### src/rtl/anti_theft_fsm.sv
// anti_theft_fsm: car-alarm control FSM driving the countdown timer.
// Decides arm / trigger / sound / disarm from ignition and door inputs,
// issues a one-cycle timer load strobe with an interval selector and
// drives the siren and status LED. All outputs are registered.
//
// Optional feature macro: PASSENGER_DELAY_EN
//   defined   -> passenger-door trigger selects interval 2 (passenger delay)
//   undefined -> passenger-door trigger selects interval 1 (driver delay)
module anti_theft_fsm (
    input  logic       clock,
    input  logic       reset,
    input  logic       ignition,
    input  logic       door_driver,
    input  logic       door_pass,
    input  logic       reprogram,
    input  logic       expired,
    input  logic       one_hz_enable,
    output logic       start_timer,
    output logic [1:0] interval,
    output logic       siren,
    output logic       status,
    output logic [2:0] EA_DISPLAY
);

    localparam logic [2:0] S_ARMED       = 3'd0;
    localparam logic [2:0] S_TRIGGERED   = 3'd1;
    localparam logic [2:0] S_SOUND_ALARM = 3'd2;
    localparam logic [2:0] S_DISARMED    = 3'd3;
    localparam logic [2:0] S_WAIT_OPEN   = 3'd4;
    localparam logic [2:0] S_WAIT_CLOSE  = 3'd5;
    localparam logic [2:0] S_ARM_DELAY   = 3'd6;

    localparam logic [1:0] IV_ARM    = 2'd0;
    localparam logic [1:0] IV_DRIVER = 2'd1;
    localparam logic [1:0] IV_ALARM  = 2'd3;
`ifdef PASSENGER_DELAY_EN
    localparam logic [1:0] IV_PASS   = 2'd2;
`else
    localparam logic [1:0] IV_PASS   = 2'd1;
`endif

    logic [2:0] state_q, state_d;
    logic       start_q, start_d;
    logic [1:0] interval_q, interval_d;
    logic       blank_q;
    logic       siren_q, siren_d;
    logic       status_q, status_d;
    logic       exp_ok;
    logic       door_open;

    // expired is blanked while the strobe is high and for one cycle after,
    // so a stale completion pulse from a previous countdown cannot act.
    assign exp_ok    = expired & ~start_q & ~blank_q;
    assign door_open = door_driver | door_pass;

    // State and output registers
    always_ff @(posedge clock) begin
        if (reset) begin
            state_q    <= S_ARMED;
            start_q    <= 1'b0;
            interval_q <= IV_ARM;
            blank_q    <= 1'b0;
            siren_q    <= 1'b0;
            status_q   <= 1'b0;
        end else begin
            state_q    <= state_d;
            start_q    <= start_d;
            interval_q <= interval_d;
            blank_q    <= start_q;
            siren_q    <= siren_d;
            status_q   <= status_d;
        end
    end

    // Next state, timer strobe and interval selection
    always_comb begin
        state_d    = state_q;
        start_d    = 1'b0;
        interval_d = interval_q;
        if (reprogram) begin
            state_d = S_ARMED;
        end else if (ignition && state_q != S_DISARMED) begin
            state_d = S_DISARMED;
        end else begin
            case (state_q)
                S_ARMED: begin
                    // both doors together count as the driver door
                    if (door_driver) begin
                        state_d    = S_TRIGGERED;
                        interval_d = IV_DRIVER;
                        start_d    = 1'b1;
                    end else if (door_pass) begin
                        state_d    = S_TRIGGERED;
                        interval_d = IV_PASS;
                        start_d    = 1'b1;
                    end
                end
                S_TRIGGERED: begin
                    if (exp_ok) begin
                        state_d    = S_SOUND_ALARM;
                        interval_d = IV_ALARM;
                        start_d    = 1'b1;
                    end
                end
                S_SOUND_ALARM: begin
                    if (exp_ok) begin
                        if (door_open) begin
                            interval_d = IV_ALARM;
                            start_d    = 1'b1;
                        end else begin
                            state_d = S_ARMED;
                        end
                    end
                end
                S_DISARMED: begin
                    if (!ignition) state_d = S_WAIT_OPEN;
                end
                S_WAIT_OPEN: begin
                    if (door_driver) state_d = S_WAIT_CLOSE;
                end
                S_WAIT_CLOSE: begin
                    if (!door_open) begin
                        state_d    = S_ARM_DELAY;
                        interval_d = IV_ARM;
                        start_d    = 1'b1;
                    end
                end
                S_ARM_DELAY: begin
                    if (door_open)   state_d = S_WAIT_CLOSE;
                    else if (exp_ok) state_d = S_ARMED;
                end
                default: state_d = S_ARMED;
            endcase
        end
    end

    // Siren and status LED, decoded from the next state so they register
    // alongside it; in ARMED the LED is the square wave one stage late.
    always_comb begin
        siren_d  = (state_d == S_SOUND_ALARM);
        status_d = 1'b0;
        case (state_d)
            S_ARMED:       status_d = one_hz_enable;
            S_TRIGGERED,
            S_SOUND_ALARM,
            S_ARM_DELAY:   status_d = 1'b1;
            default:       status_d = 1'b0;
        endcase
    end

    assign start_timer = start_q;
    assign interval    = interval_q;
    assign siren       = siren_q;
    assign status      = status_q;
    assign EA_DISPLAY  = state_q;

endmodule

### config.mk
export PLATFORM = sky130hd
export DESIGN_NAME = anti_theft_fsm
export DESIGN_NICKNAME = d
export VERILOG_FILES = /design/src/rtl/anti_theft_fsm.sv
export SDC_FILE = /design/constraint.sdc
export NUM_CORES = 1
export LEC_CHECK = 0
export BUFFER_PORTS_ARGS = -buffer_cell sky130_fd_sc_hd__clkbuf_2
export CAP_MARGIN = 40
export CORE_AREA = 2 2 39 41
export CTS_BUF_LIST = sky130_fd_sc_hd__clkbuf_4 sky130_fd_sc_hd__clkbuf_8
export CTS_CLUSTER_SIZE = 20
export DETAILED_ROUTE_END_ITERATION = 6
export DIE_AREA = 0 0 41 43
export SLEW_MARGIN = 20
export SYNTH_ARGS = -nofsm -noshare
export SYNTH_HDL_FRONTEND = slang
export SYNTH_SLANG_ARGS = --single-unit
### constraint.sdc
create_clock -name clock -period 1.85 [get_ports clock]
set_input_delay 0.185 -clock clock [delete_from_list [all_inputs] [get_ports clock]]
set_output_delay 0.185 -clock clock [all_outputs]
set_load 0.005 [all_outputs]
Yosys cells after proc, flatten, opt, wreduce, memory -nomap -nowiden
Cells that the tools add are included.

Register bits: 9. Bits of input ports: 8. Logic and storage cells: 63.

Equal/unequal tests: 15. Mux-type cells: 28. Bitwise operators: 7. Reduce and logical (&&, ||, !) cells: 7.

Operators with widths (count): $mux W3 (12); $pmux W3 S7 (1); $eq A3 B3 Y1 const B (4); $mux W2 (6); $eq A3 B2 Y1 const B (3); $ne A2 B2 Y1 const B (4); $pmux W2 S4 (1); $reduce_and A8 Y1 (1); $eq A3 B1 Y1 const B (2); $logic_not A3 Y1 (2); $mux W1 (6); $reduce_or A3 Y1 (2); $not A1 Y1 (4); $pmux W1 S4 (1); $reduce_bool A4 Y1 (1); $ne A3 B2 Y1 const B (1); $ne A3 B3 Y1 const B (1); $and A1 B1 Y1 (2); $pmux W1 S2 (1); $logic_and A1 B1 Y1 (1); $or A1 B1 Y1 (1).

Longest topological paths before layout
Gate-level depths: netlist of run 1.

Word-level depth: 11. Depth in mapped cells: 6. Depth with buffers taken out: 5.

Worst setup path after synthesis of run 1
Ideal clock, no wire load.

Path type: reg2reg. Start: register start_q, in the netlist start_timer. End: register interval_q[0], in the netlist interval[0]. Library setup time: 0.114 ns. Data arrival time: 1.498 ns. Required time: 1.736 ns. Setup slack: 0.237 ns. Cell stages (with the launch flop): 6. Clock period less this slack: 1.613 ns. Path through: dfxtp_1 -> or3b_4 -> a2111oi_2 -> o31a_2 -> mux2i_1 -> nor2_1.

Cells in the longest elaborated chain, start to end: 5. Elaborated cells on any way between the ends: 6.

RTL lines: start: declaration (line 43) `logic start_q, start_d;`; start signal: assignment (line 67) `start_q <= start_d;`; $not A1 Y1 * (line 53) `assign exp_ok = expired & ~start_q & ~blank_q;`; $and A1 B1 Y1 * (2 in a row) (line 53); $ne A2 B2 Y1 (no line); $reduce_and A8 Y1 (no line) *; end signal: assignment (line 68) `interval_q <= interval_d;`; end: declaration (line 44) `logic [1:0] interval_q, interval_d;`.

Mark *: on every way between the ends. The rest lies on a longest branch, timed or not. A chain may end at the register's enable or synchronous reset.

Worst setup path in the final report of run 1
Start: register start_q, in the netlist start_timer. End: register interval_q[1], in the netlist interval[1].

Same word-level chain as after synthesis.

==> key figures, run 1 <==
Drt
  • # DRC: 0
  • Routed Antenna Nets: 0
  • 1st-pass router iterations: 4
  • DR vias: 512
  • Total Wirelength: 1.168 mm
  • Initial drt markers: 27
  • Via/cell ratio: 5.565
  • Drt wl/cell: 12.70 µm

Hold path
  • HP Start: one_hz_enable
  • Worst hold path type: in2reg

Setup path
  • Buf/Inv on CP: 0
  • Worst path slowest cell: or3b_4
  • CP Capture Type: register
  • RR Startpoint: start_timer
  • CP arrival: 1840 ps
  • Setup CP Type: reg2reg
  • Startpoint Class: register
  • CP Cell Sequence: or3b_4, a2111oi_2, o31a_2, mux2i_1, nor2_1
  • Slowest cell delay on critical path: 420 ps
  • Worst setup path startpoint: start_timer
  • CP Max Fanout: 4
  • Critical path data required time: 2010 ps
  • Top delay family on crit path: compound AO/OA/AOI/OAI gates

Synth
  • Post-synthesis mux area share: 4.167%
  • Compound-Gate Fraction of Synth Area: ~28%
  • Cell count after synthesis: 56
  • Synth Area in XOR/XNOR: 0%
  • Synthesized cell area: 480.5 µm²
  • Top post-synthesis cells by area: dfxtp_1 38%, nor3_1 5.2%, o21ai_0 5.2%
  • Synth Area in Adders: 0%
  • Area share of the largest cell type after synthesis: 37.50%
  • Main combinational cell family by area after synthesis: compound AO/OA/AOI/OAI gates
  • YS warnings: 0
  • Mapped Nets: 64
  • Simple-gate portion of the synthesized area: around a quarter
  • Synth Register Bits: 9
  • Register area share after synthesis: 37.50%
  • Dominant cell type by area after synthesis: dfxtp_1
  • Syn avg cell area: 8.580 µm²
  • Distinct cell type count after synthesis: 27

Placed design
  • DPL Wire Length: 930 µm
  • IO buf count: 15
  • Placed cell areas: 590.6 µm²
  • Pre-CTS WS: approximately 170 ps
  • Placer Congestion: 0.8057

Timing
  • Setup TNS: 0 ps
  • Setup ws final: about 170 ps
  • RSZ-0062 raised after global routing: no
  • Final Skew: 2.994 ps
  • Worst slew margin: 69.61%
  • Setup violators final: 0
  • Tcrit/Tclk final: 90.93%
  • Hold Vio Cnt, Final: 0
  • Post-route minimum period: 1682 ps
  • Fmax: 0.5945 GHz
  • Tightest Pin Transition: approximately 460 ps
  • Slew Viols, Final: 0
  • Hold_ws: 133.6 ps

Pwr
  • Sequential Power Share: ~46%
  • Maximum vdd ir drop: 0.3139 mV
  • LEAKAGE: roughly 0.26 nW
  • Switching power: between 0.1 and 0.15 mW
  • Pwr Density: ~740 nW/µm²
  • Clock Power Share: between 30% and 40%
  • Cell Int Power: 0.3412 mW
  • Sw Share: between 20% and 30%
  • Gate power share: 17.2%

Clocking
  • Setup bufs post-CTS: 0
  • Clock Path Buffers: 2
  • CTS tree: done
  • H-tree depth: 1
  • Clock buffer count from CTS: 3
  • Post-CTS sizing: 0
  • Hold Buf Count CTS: 0
  • Register clock-pin slew on the reported worst setup and hold paths: 60 ps
  • Root Driver: clkbuf_4
  • Clock sinks: 9
  • Skew-Pair Late Insertion Delay: ~270 ps

Layout
  • Layout area overhead: 29.17%
  • Commonest cells after routing, fill and taps aside: 15 x clkbuf_2, 9 x dfxtp_1, 6 x nor2_1
  • Most common cell after layout, fill and taps aside: clkbuf_2
  • Final Cell Area: 620.6 µm²
  • Fin nets: 85
  • Share of layout cells above drive strength 1: around 36%
  • FILL cells: about 140
  • Diodes inserted: 0
  • Post-layout util: 44.85%

Global routing
  • Grt met3 use: 1.571%
  • Vias in the first global route: between 400 and 500
  • M2 GR Usage: approximately a quarter
  • Global route total overflow: 0
  • First-pass GRT wire length: 1.904 mm
  • GRT Resource Usage Total: 16.01%
  • Largest net degree at the start of global routing: 10
  • Initial antenna violation count: 0
  • M1 GR Usage: about a fifth
  • Busiest grt layer: met2

Floorplanning
  • Core area: 1384 µm²
  • Die Ht: 43 µm
  • Cell Rows: 14
  • DIE AREA: 1763 µm²
  • Die W: 41 µm
  • Initial core utilization: 34.72%
  • IO Pins: 16

Outcome
  • Status: finished, final reports clean

Run
  • MaxCap Viol Count: 0
-- synth_stat cells --
| cell type | instances |
|---|---|
| nor3b_1 | 1 |
| nor2_1 | 6 |
| o21a_1 | 1 |
| nand2_1 | 2 |
| nand3b_1 | 1 |
| o2111a_1 | 1 |
| nor4_1 | 1 |
| a21boi_0 | 1 |
| inv_1 | 2 |
| a2111oi_2 | 1 |
| nor4b_1 | 1 |
| nor2b_1 | 1 |
| o22ai_1 | 1 |
| or3b_4 | 1 |
| dfxtp_1 | 9 |
| nand2b_1 | 2 |
| o21ai_0 | 5 |
| clkbuf_2 | 1 |
| mux2i_1 | 2 |
| a311oi_2 | 1 |
| nor3_1 | 5 |
| a21oi_1 | 4 |
| buf_2 | 2 |
| o31a_2 | 1 |
| a221oi_1 | 1 |
| and3_1 | 1 |
| o311a_1 | 1 |
-- final timing paths --
kind                                     to  slack, ps  cells past startpoint
worst max-delay path            interval[1]        170                      5
worst max register to register  interval[1]        170                      5
worst min register to register  interval[0]        490                      2
worst min-delay path                 status        130                      2
-- power by group through the flow --
stage | Clock [mW] | Sequential (mW) | Combinational (mW)
final | 0.169 | 0.212 | 0.0792
after detailed placement | 0 | 0.216 | 0.0794
after global placement | 0 | 0.215 | 0.0786
after global routing | 0.178 | 0.212 | 0.0882
after floorplan | 0 | 0.213 | 0.0492
after CTS | 0.172 | 0.211 | 0.0799
-- sequential cells by signal (all words and copies together) (netlist names) --
signal       cells
start_timer      1
interval         2
siren            1
EA_DISPLAY       3
status           1
blank_q          1
-- area by class of cell --
type                            instances  area [µm²]  share of cell area (%)
Inverter                                2       7.507                   1.210
Timing Repair Buffer                   19       105.1                   16.94
Multi-Input combinational cell         42       277.8                   44.76
Clock buffer                            4       30.03                   4.839
Tap cell                               16       20.02                   3.226
Sequential cell                         9       180.2                   29.03
-- logic make-up (layout without fill, tap and decap cells) --
group / after synthesis / in the layout
flip-flops: 9 / 9
multiplexers: 2 / 2
AND/OR/NAND/NOR: 22 / 22
buffers and inverters: 5 / 25
AO/OA/AOI/OAI: 18 / 18
-- metal layers --
metal	part of all wire [%]	routed length, µm	vias up
li1	-	-	251
met1	41	481	237
met2	50	580	21
met3	6.3	74	3
met4	2.6	30	0
met5	0	0	-
-- through the flow --
step / total power [mW] / std cells
2_1_floorplan: 0.2618 / 56
3_3_place_gp: 0.2939 / 88
3_5_place_dp: 0.2950 / 88
4_1_cts: 0.4634 / 92
5_1_grt: 0.4791 / 92
6_report: 0.4596 / 92
No activity file was read; power rests on OpenSTA's default activity.
==> run 2, diff against run 1 <==
--- a/config.mk
+++ b/config.mk
@@ -7,11 +7,11 @@
 export LEC_CHECK = 0
 export BUFFER_PORTS_ARGS = -buffer_cell sky130_fd_sc_hd__clkbuf_2
 export CAP_MARGIN = 40
-export CORE_AREA = 2 2 39 41
+export CORE_AREA = 3 3 40 42
 export CTS_BUF_LIST = sky130_fd_sc_hd__clkbuf_4 sky130_fd_sc_hd__clkbuf_8
 export CTS_CLUSTER_SIZE = 20
 export DETAILED_ROUTE_END_ITERATION = 6
-export DIE_AREA = 0 0 41 43
+export DIE_AREA = 0 0 43 45
 export SLEW_MARGIN = 20
 export SYNTH_ARGS = -nofsm -noshare
 export SYNTH_HDL_FRONTEND = slang
==> run 2 against run 1 <==
Effect of this change: flip-flop and latch count is the same; cell count shrank 1.1%; final area grew 0.81%; worst setup slack lost 14 ps; utilization grew 3.8 points; die area grew 9.8%; register-to-register slack is essentially flat; worst hold slack lost 2.0 ps; clock skew shrank 2.6 ps; sequential power is essentially flat.
==> key figures, run 2 (synthesis gave the netlist of run 1 again) <==
Global routing
  • Largest net degree at the start of global routing: 9 (was 10)
  • First-pass GRT wire length: 2.042 mm (was 1.904 mm)
  • Vias in the first global route: 472 (was 459)
  • Global route total overflow: 0 (unchanged)
  • Initial antenna violation count: 0 (unchanged)
  • GRT Resource Usage Total: 14.17% (was 16.01%)

Timing
  • Tightest Pin Transition: 350.7 ps (was 455.8 ps)
  • Worst slew margin: 76.57% (was 69.61%)
  • Fmax: 0.5896 GHz (was 0.5945 GHz)
  • Final Skew: 0.4061 ps (was 2.994 ps)
  • Post-route minimum period: 1696 ps (was 1682 ps)
  • Hold Vio Cnt, Final: 0 (unchanged)
  • RSZ-0062 raised after global routing: no (unchanged)
  • Slew Viols, Final: 0 (unchanged)
  • Hold_ws: 131.6 ps (was 133.6 ps)
  • Tcrit/Tclk final: 91.68% (was 90.93%)
  • Setup violators final: 0 (unchanged)
  • Setup TNS: 0 ps (unchanged)

Clocking
  • Register clock-pin slew on the reported worst setup and hold paths: 60 ps (about the same)
  • Root Driver: clkbuf_4 (unchanged)
  • CTS tree: done (unchanged)
  • Skew-Pair Late Insertion Delay: 260 ps (was 270 ps)
  • Clock Path Buffers: 2 (unchanged)
  • Clock sinks: 9 (unchanged)
  • Setup bufs post-CTS: 0 (unchanged)
  • Hold Buf Count CTS: 0 (unchanged)
  • Clock buffer count from CTS: 3 (unchanged)
  • Post-CTS sizing: 0 (unchanged)
  • H-tree depth: 1 (unchanged)

Setup path
  • Startpoint Class: register (unchanged)
  • Reg2Reg Depth: 5 (unchanged)
  • Reg2reg setup slack: 150 ps (was 170 ps)
  • Critical path data required time: 2000 ps (was 2010 ps)
  • Slowest cell delay on critical path: 420 ps (about the same)
  • CP Cell Sequence: or3b_4, a2111oi_2, o31a_2, mux2i_1, nor2_1 (unchanged)
  • CP Capture Type: register (unchanged)
  • Setup CP Type: reg2reg (unchanged)
  • Worst path slowest cell: or3b_4 (unchanged)
  • CP arrival: 1850 ps (was 1840 ps)
  • RR Startpoint: start_timer (unchanged)
  • R2R Path End: interval[0] (was interval[1])
  • CP Max Fanout: 4 (unchanged)

Placed design
  • IO buf count: 15 (unchanged)
  • DPL Wire Length: 915.9 µm (was 930 µm)
  • Placer Congestion: 0.8903 (was 0.8057)
  • Placed Cells: 87 (was 88)

Pwr
  • LEAKAGE: 0.2609 nW (was 0.2585 nW)
  • Cell Int Power: 0.3418 mW (was 0.3412 mW)
  • Sequential Power Share: 46.0% (about the same)
  • Clock Power Share: 36.1% (was 36.7%)
  • Sw Share: 25.56% (was 25.76%)
  • Maximum vdd ir drop: 0.3852 mV (was 0.3139 mV)
  • Pwr Density: 733.8 nW/µm² (was 740.5 nW/µm²)
  • Switching power: 0.1173 mW (was 0.1184 mW)
  • Gate power share: 17.9% (was 17.2%)

Drt
  • Via/cell ratio: 5.615 (was 5.565)
  • Initial drt markers: 10 (was 27)
  • Total Wirelength: 1.200 mm (was 1.168 mm)
  • # DRC: 0 (unchanged)
  • 1st-pass router iterations: 4 (unchanged)
  • Routed Antenna Nets: 0 (unchanged)
  • Drt wl/cell: 13.19 µm (was 12.70 µm)
  • DR vias: 511 (was 512)

Floorplanning
  • Core area: 1285 µm² (was 1384 µm²)
  • Die Ht: 45 µm (was 43 µm)
  • Die W: 43 µm (was 41 µm)
  • Cell Rows: 13 (was 14)
  • DIE AREA: 1935 µm² (was 1763 µm²)
  • IO Pins: 16 (unchanged)
  • Initial core utilization: 37.39% (was 34.72%)

Hold path
  • Hold Path Stages: 2 (unchanged)
  • Endpoint, Worst Hold: status (unchanged)
  • Worst hold path type: in2reg (unchanged)
  • HP Start: one_hz_enable (unchanged)

Layout
  • Largest register FFs: 3 (unchanged)
  • Layout area overhead: 30.21% (was 29.17%)
  • Share of layout cells above drive strength 1: 36.84% (was 35.53%)
  • Diodes inserted: 0 (unchanged)
  • FILL cells: 120 (was 137)
  • Most common cell after layout, fill and taps aside: clkbuf_2 (unchanged)
  • Register area: 180.2 µm² (unchanged)
  • Multi-input logic area: 284.0 µm² (was 277.8 µm²)
  • Non-Filler Instances: 91 (was 92)
  • Fin nets: 85 (unchanged)
  • Commonest cells after routing, fill and taps aside: 15 x clkbuf_2, 9 x dfxtp_1, 6 x nor2_1 (unchanged)

Run
  • MaxCap Viol Count: 0 (unchanged)

Outcome
  • Status: finished, final reports clean (unchanged)
==> run 2: cell counts in the layout (fill, tap and decap cells not counted) <==
No cell type changed its count.
==> run 2: worst max-delay path by stage <==
stage	startpoint	to	slack [ps]	depth (start not counted)
2_1_floorplan	start_timer	interval[0]	240	5
3_3_place_gp	start_timer	interval[0]	200	5
3_5_place_dp	start_timer	interval[0]	170	5
4_1_cts	start_timer	interval[0]	150	5
5_1_grt	start_timer	interval[0]	20	5
6_report	start_timer	interval[0]	150	5
==> run 2: worst max-delay path: cells and delay by family (launching register included) <==
family	cells	cell delay (ps)
and+or+nand+nor	2	470
DFF	1	330
AOI/OAI and AO/OA	2	600
muxes	1	190
==> run 2: cell type report <==
cell class	instances	share of cell area, %
Multi-Input combinational cell	42	45.40
Sequential cell	9	28.80
Timing Repair Buffer	19	16.80
Clock buffer	4	4.800
Tap cell	15	3.000
Inverter	2	1.200
==> run 2: layer usage <==
layer	GRT usage (%)	vias to the layer above	wire length, µm
met2	22.46	21	570
met3	3.586	4	97
met4	9.036	0	17
li1	-	252	-
met5	0	-	0
met1	17.15	234	514
==> run 2: power groups by stage <==
stage,Clock (mW),Combinational [mW],Sequential [mW]
global route,0.180,0.0912,0.213
floorplan,0,0.0492,0.213
detailed placement,0,0.0793,0.215
finish,0.166,0.0823,0.211
global placement,0,0.0789,0.215
CTS,0.171,0.0803,0.211
==> run 2: through the flow <==
stage / instance area, µm² / power (mW) / utilization (%) / worst slack, ps
final: 625.6 / 0.4591 / 48.69 / 153.9
after global routing: 625.6 / 0.4843 / 48.69 / 17.90
after CTS: 619.3 / 0.4620 / 48.20 / 154.3
after detailed placement: 589.3 / 0.2948 / 45.86 / 166.1
after global placement: 589.3 / 0.2941 / 45.86 / 202.5
after floorplan: 480.5 / 0.2618 / - / 237.1
==> run 3, diff against run 2 <==
--- a/config.mk
+++ b/config.mk
@@ -7,11 +7,11 @@
 export LEC_CHECK = 0
 export BUFFER_PORTS_ARGS = -buffer_cell sky130_fd_sc_hd__clkbuf_2
 export CAP_MARGIN = 40
-export CORE_AREA = 3 3 40 42
+export CORE_AREA = 2 2 39 41
 export CTS_BUF_LIST = sky130_fd_sc_hd__clkbuf_4 sky130_fd_sc_hd__clkbuf_8
 export CTS_CLUSTER_SIZE = 20
 export DETAILED_ROUTE_END_ITERATION = 6
-export DIE_AREA = 0 0 43 45
+export DIE_AREA = 0 0 41 43
 export SLEW_MARGIN = 20
 export SYNTH_ARGS = -nofsm -noshare
 export SYNTH_HDL_FRONTEND = slang
==> constraint.sdc (replaced) <==
create_clock -name clock -period 1.59 [get_ports clock]
set_input_delay 0.159 -clock clock [delete_from_list [all_inputs] [get_ports clock]]
set_output_delay 0.159 -clock clock [all_outputs]
set_load 0.005 [all_outputs]
==> run 3 against run 2 <==
Effect of this change: sequential power is 18% higher; wire length is 7.5% higher; non-clock buffer count increased by 7; worst setup slack got worse by 140 ps; worst hold slack worse by 29 ps; register-to-register slack lost 140 ps; first-iteration DRC count fell by 10%; sequential share of layout area fell by 3.2 points; maximum frequency is 7.3% higher; global-route usage is 4.2 points higher; die area shrank 8.9%; final area grew 16%.
==> key figures, run 3 (synthesis gave the netlist of run 1 again) <==
Layout
  • Final Cell Area: 723.2 µm² (was 625.6 µm²)
  • Most common cell after layout, fill and taps aside: clkbuf_2 (unchanged)
  • Share of layout cells above drive strength 1: 50.60% (was 36.84%)
  • Fin nets: 92 (was 85)
  • Layout area overhead: 50.52% (was 30.21%)
  • Post-layout util: 52.26% (was 48.69%)
  • Commonest cells after routing, fill and taps aside: 15 x clkbuf_2, 11 x buf_4, 6 x nor2_1 (was 15 x clkbuf_2, 9 x dfxtp_1, 6 x nor2_1)
  • Largest register FFs: 3 (unchanged)
  • Diodes inserted: 0 (unchanged)
  • FILL cells: 138 (was 120)

Placed design
  • Placed cell areas: 663.1 µm² (was 589.3 µm²)
  • DPL Wire Length: 963.2 µm (was 915.9 µm)
  • IO buf count: 15 (unchanged)
  • Placer Congestion: 0.8465 (was 0.8903)

Run
  • MaxCap Viol Count: 0 (unchanged)

Pwr
  • Maximum vdd ir drop: 0.5573 mV (was 0.3852 mV)
  • Cell Int Power: 0.4138 mW (was 0.3418 mW)
  • Gate power share: 20.3% (was 17.9%)
  • Clock Power Share: 35.4% (was 36.1%)
  • LEAKAGE: 0.3061 nW (was 0.2609 nW)
  • Sw Share: 26.56% (was 25.56%)
  • Switching power: 0.1496 mW (was 0.1173 mW)
  • Sequential Power Share: 44.3% (was 46.0%)
  • Final Power: 0.5634 mW (was 0.4591 mW)
  • Pwr Density: 779.1 nW/µm² (was 733.8 nW/µm²)

Timing
  • RSZ-0062 raised after global routing: yes (was no)
  • Slew Viols, Final: 0 (unchanged)
  • Hold Vio Cnt, Final: 0 (unchanged)
  • Worst slew margin: 78.19% (was 76.57%)
  • Fmax: 0.6328 GHz (was 0.5896 GHz)
  • Hold_ws: 102.8 ps (was 131.6 ps)
  • Post-route minimum period: 1580 ps (was 1696 ps)
  • Final Skew: 4.141 ps (was 0.4061 ps)
  • Tightest Pin Transition: 324.7 ps (was 350.7 ps)
  • Setup violators final: 0 (unchanged)
  • Tcrit/Tclk final: 99.39% (was 91.68%)

Global routing
  • Initial antenna violation count: 0 (unchanged)
  • Vias in the first global route: 485 (was 472)
  • Global route total overflow: 0 (unchanged)
  • First-pass GRT wire length: 2.049 mm (was 2.042 mm)
  • Largest net degree at the start of global routing: 10 (was 9)
  • GRT Resource Usage Total: 18.39% (was 14.17%)

Floorplanning
  • Core area: 1384 µm² (was 1285 µm²)
  • Initial core utilization: 34.72% (was 37.39%)
  • Cell Rows: 14 (was 13)
  • IO Pins: 16 (unchanged)
  • Die Ht: 43 µm (was 45 µm)
  • Die W: 41 µm (was 43 µm)
  • DIE AREA: 1763 µm² (was 1935 µm²)

Hold path
  • HP Start: one_hz_enable (unchanged)
  • Worst hold path type: in2reg (unchanged)
  • Hold Path Stages: 2 (unchanged)
  • Endpoint, Worst Hold: status (unchanged)

Clocking
  • Skew-Pair Late Insertion Delay: 270 ps (was 260 ps)
  • Clock buffer count from CTS: 3 (unchanged)
  • Register clock-pin slew on the reported worst setup and hold paths: 60 ps (about the same)
  • Clock Path Buffers: 2 (unchanged)
  • Hold Buf Count CTS: 0 (unchanged)
  • Root Driver: clkbuf_4 (unchanged)
  • CTS tree: done (unchanged)
  • Clock sinks: 9 (unchanged)
  • H-tree depth: 1 (unchanged)

Setup path
  • Reg2reg setup slack: 10 ps (was 150 ps)
  • Setup CP Type: reg2reg (unchanged)
  • Critical path data required time: 1750 ps (was 2000 ps)
  • Startpoint Class: register (unchanged)
  • Reg2Reg Depth: 5 (unchanged)
  • CP Capture Type: register (unchanged)
  • Slowest cell delay on critical path: 420 ps (about the same)
  • CP arrival: 1740 ps (was 1850 ps)
  • CP Max Fanout: 3 (was 4)
  • RR Startpoint: blank_q (was start_timer)
  • CP Cell Sequence: or3b_4, a2111oi_4, o31a_2, mux2i_1, nor2_1 (was or3b_4, a2111oi_2, o31a_2, mux2i_1, nor2_1)
  • R2R Path End: interval[0] (unchanged)
  • Worst path slowest cell: or3b_4 (unchanged)

Drt
  • DR vias: 531 (was 511)
  • Total Wirelength: 1.290 mm (was 1.200 mm)
  • Drt wl/cell: 13.03 µm (was 13.19 µm)
  • Via/cell ratio: 5.364 (was 5.615)
  • 1st-pass router iterations: 4 (unchanged)
  • Initial drt markers: 9 (was 10)
  • # DRC: 0 (unchanged)
  • Routed Antenna Nets: 0 (unchanged)

Outcome
  • Status: finished, final reports clean (unchanged)
==> run 3: how the worst max path moves through the flow <==
stage,from,to,depth (start not counted)
6_report,blank_q,interval[0],5
5_1_grt,blank_q,interval[0],5
4_1_cts,blank_q,interval[0],5
3_5_place_dp,start_timer,status,6
3_3_place_gp,start_timer,status,6
2_1_floorplan,start_timer,interval[0],5
==> run 3: routing by layer <==
layer	routed length [µm]	track usage (%)	part of all wire [%]
met1	538	20.65	42
met2	633	26.25	49
met3	74	9.424	5.7
met4	43	11.33	3.3
met5	0	0	0
==> run 3: cell type report <==
type / count / area, µm² / share of cell area (%)
timing repair buffer: 26 / 157.7 / 21.80
clock buffer: 4 / 30.03 / 4.152
tap: 16 / 20.02 / 2.768
inverter: 2 / 7.507 / 1.038
multi-input combinational: 42 / 322.8 / 44.64
sequential: 9 / 185.2 / 25.61
==> run 3: worst max-delay path, delay by kind of cell, from the launching register on <==
| family | cells | cell delay, ps |
|---|---|---|
| AO/OA/AOI/OAI | 2 | 480 |
| AND/OR/NAND/NOR | 2 | 470 |
| flip-flops | 1 | 320 |
| multiplexers | 1 | 190 |
==> run 3: through the flow <==
step / setup TNS [ps] / setup slack (ps) / cells
after global routing: -116.8 / -64.35 / 99
after floorplan: 0 / 4.213 / 56
after detailed placement: -156.1 / -56.01 / 96
after global placement: -81.07 / -32.50 / 96
final: 0 / 9.649 / 99
after CTS: -27.04 / -21.16 / 99
==> run 3: repair_timing <==
action,CTS,global route
pin swaps,5,3
setup buffers,0,0
hold endpoints to repair,0,0
gates resized for setup,4,5
endpoints found under the setup margin,3,5
==> run 3: power by group through the flow <==
stage	clock network (mW)	logic, mW	registers, mW
floorplan	0	0.0617	0.247
CTS	0.208	0.113	0.246
detailed placement	0	0.112	0.251
global placement	0	0.112	0.251
finish	0.200	0.115	0.249
global route	0.227	0.126	0.251
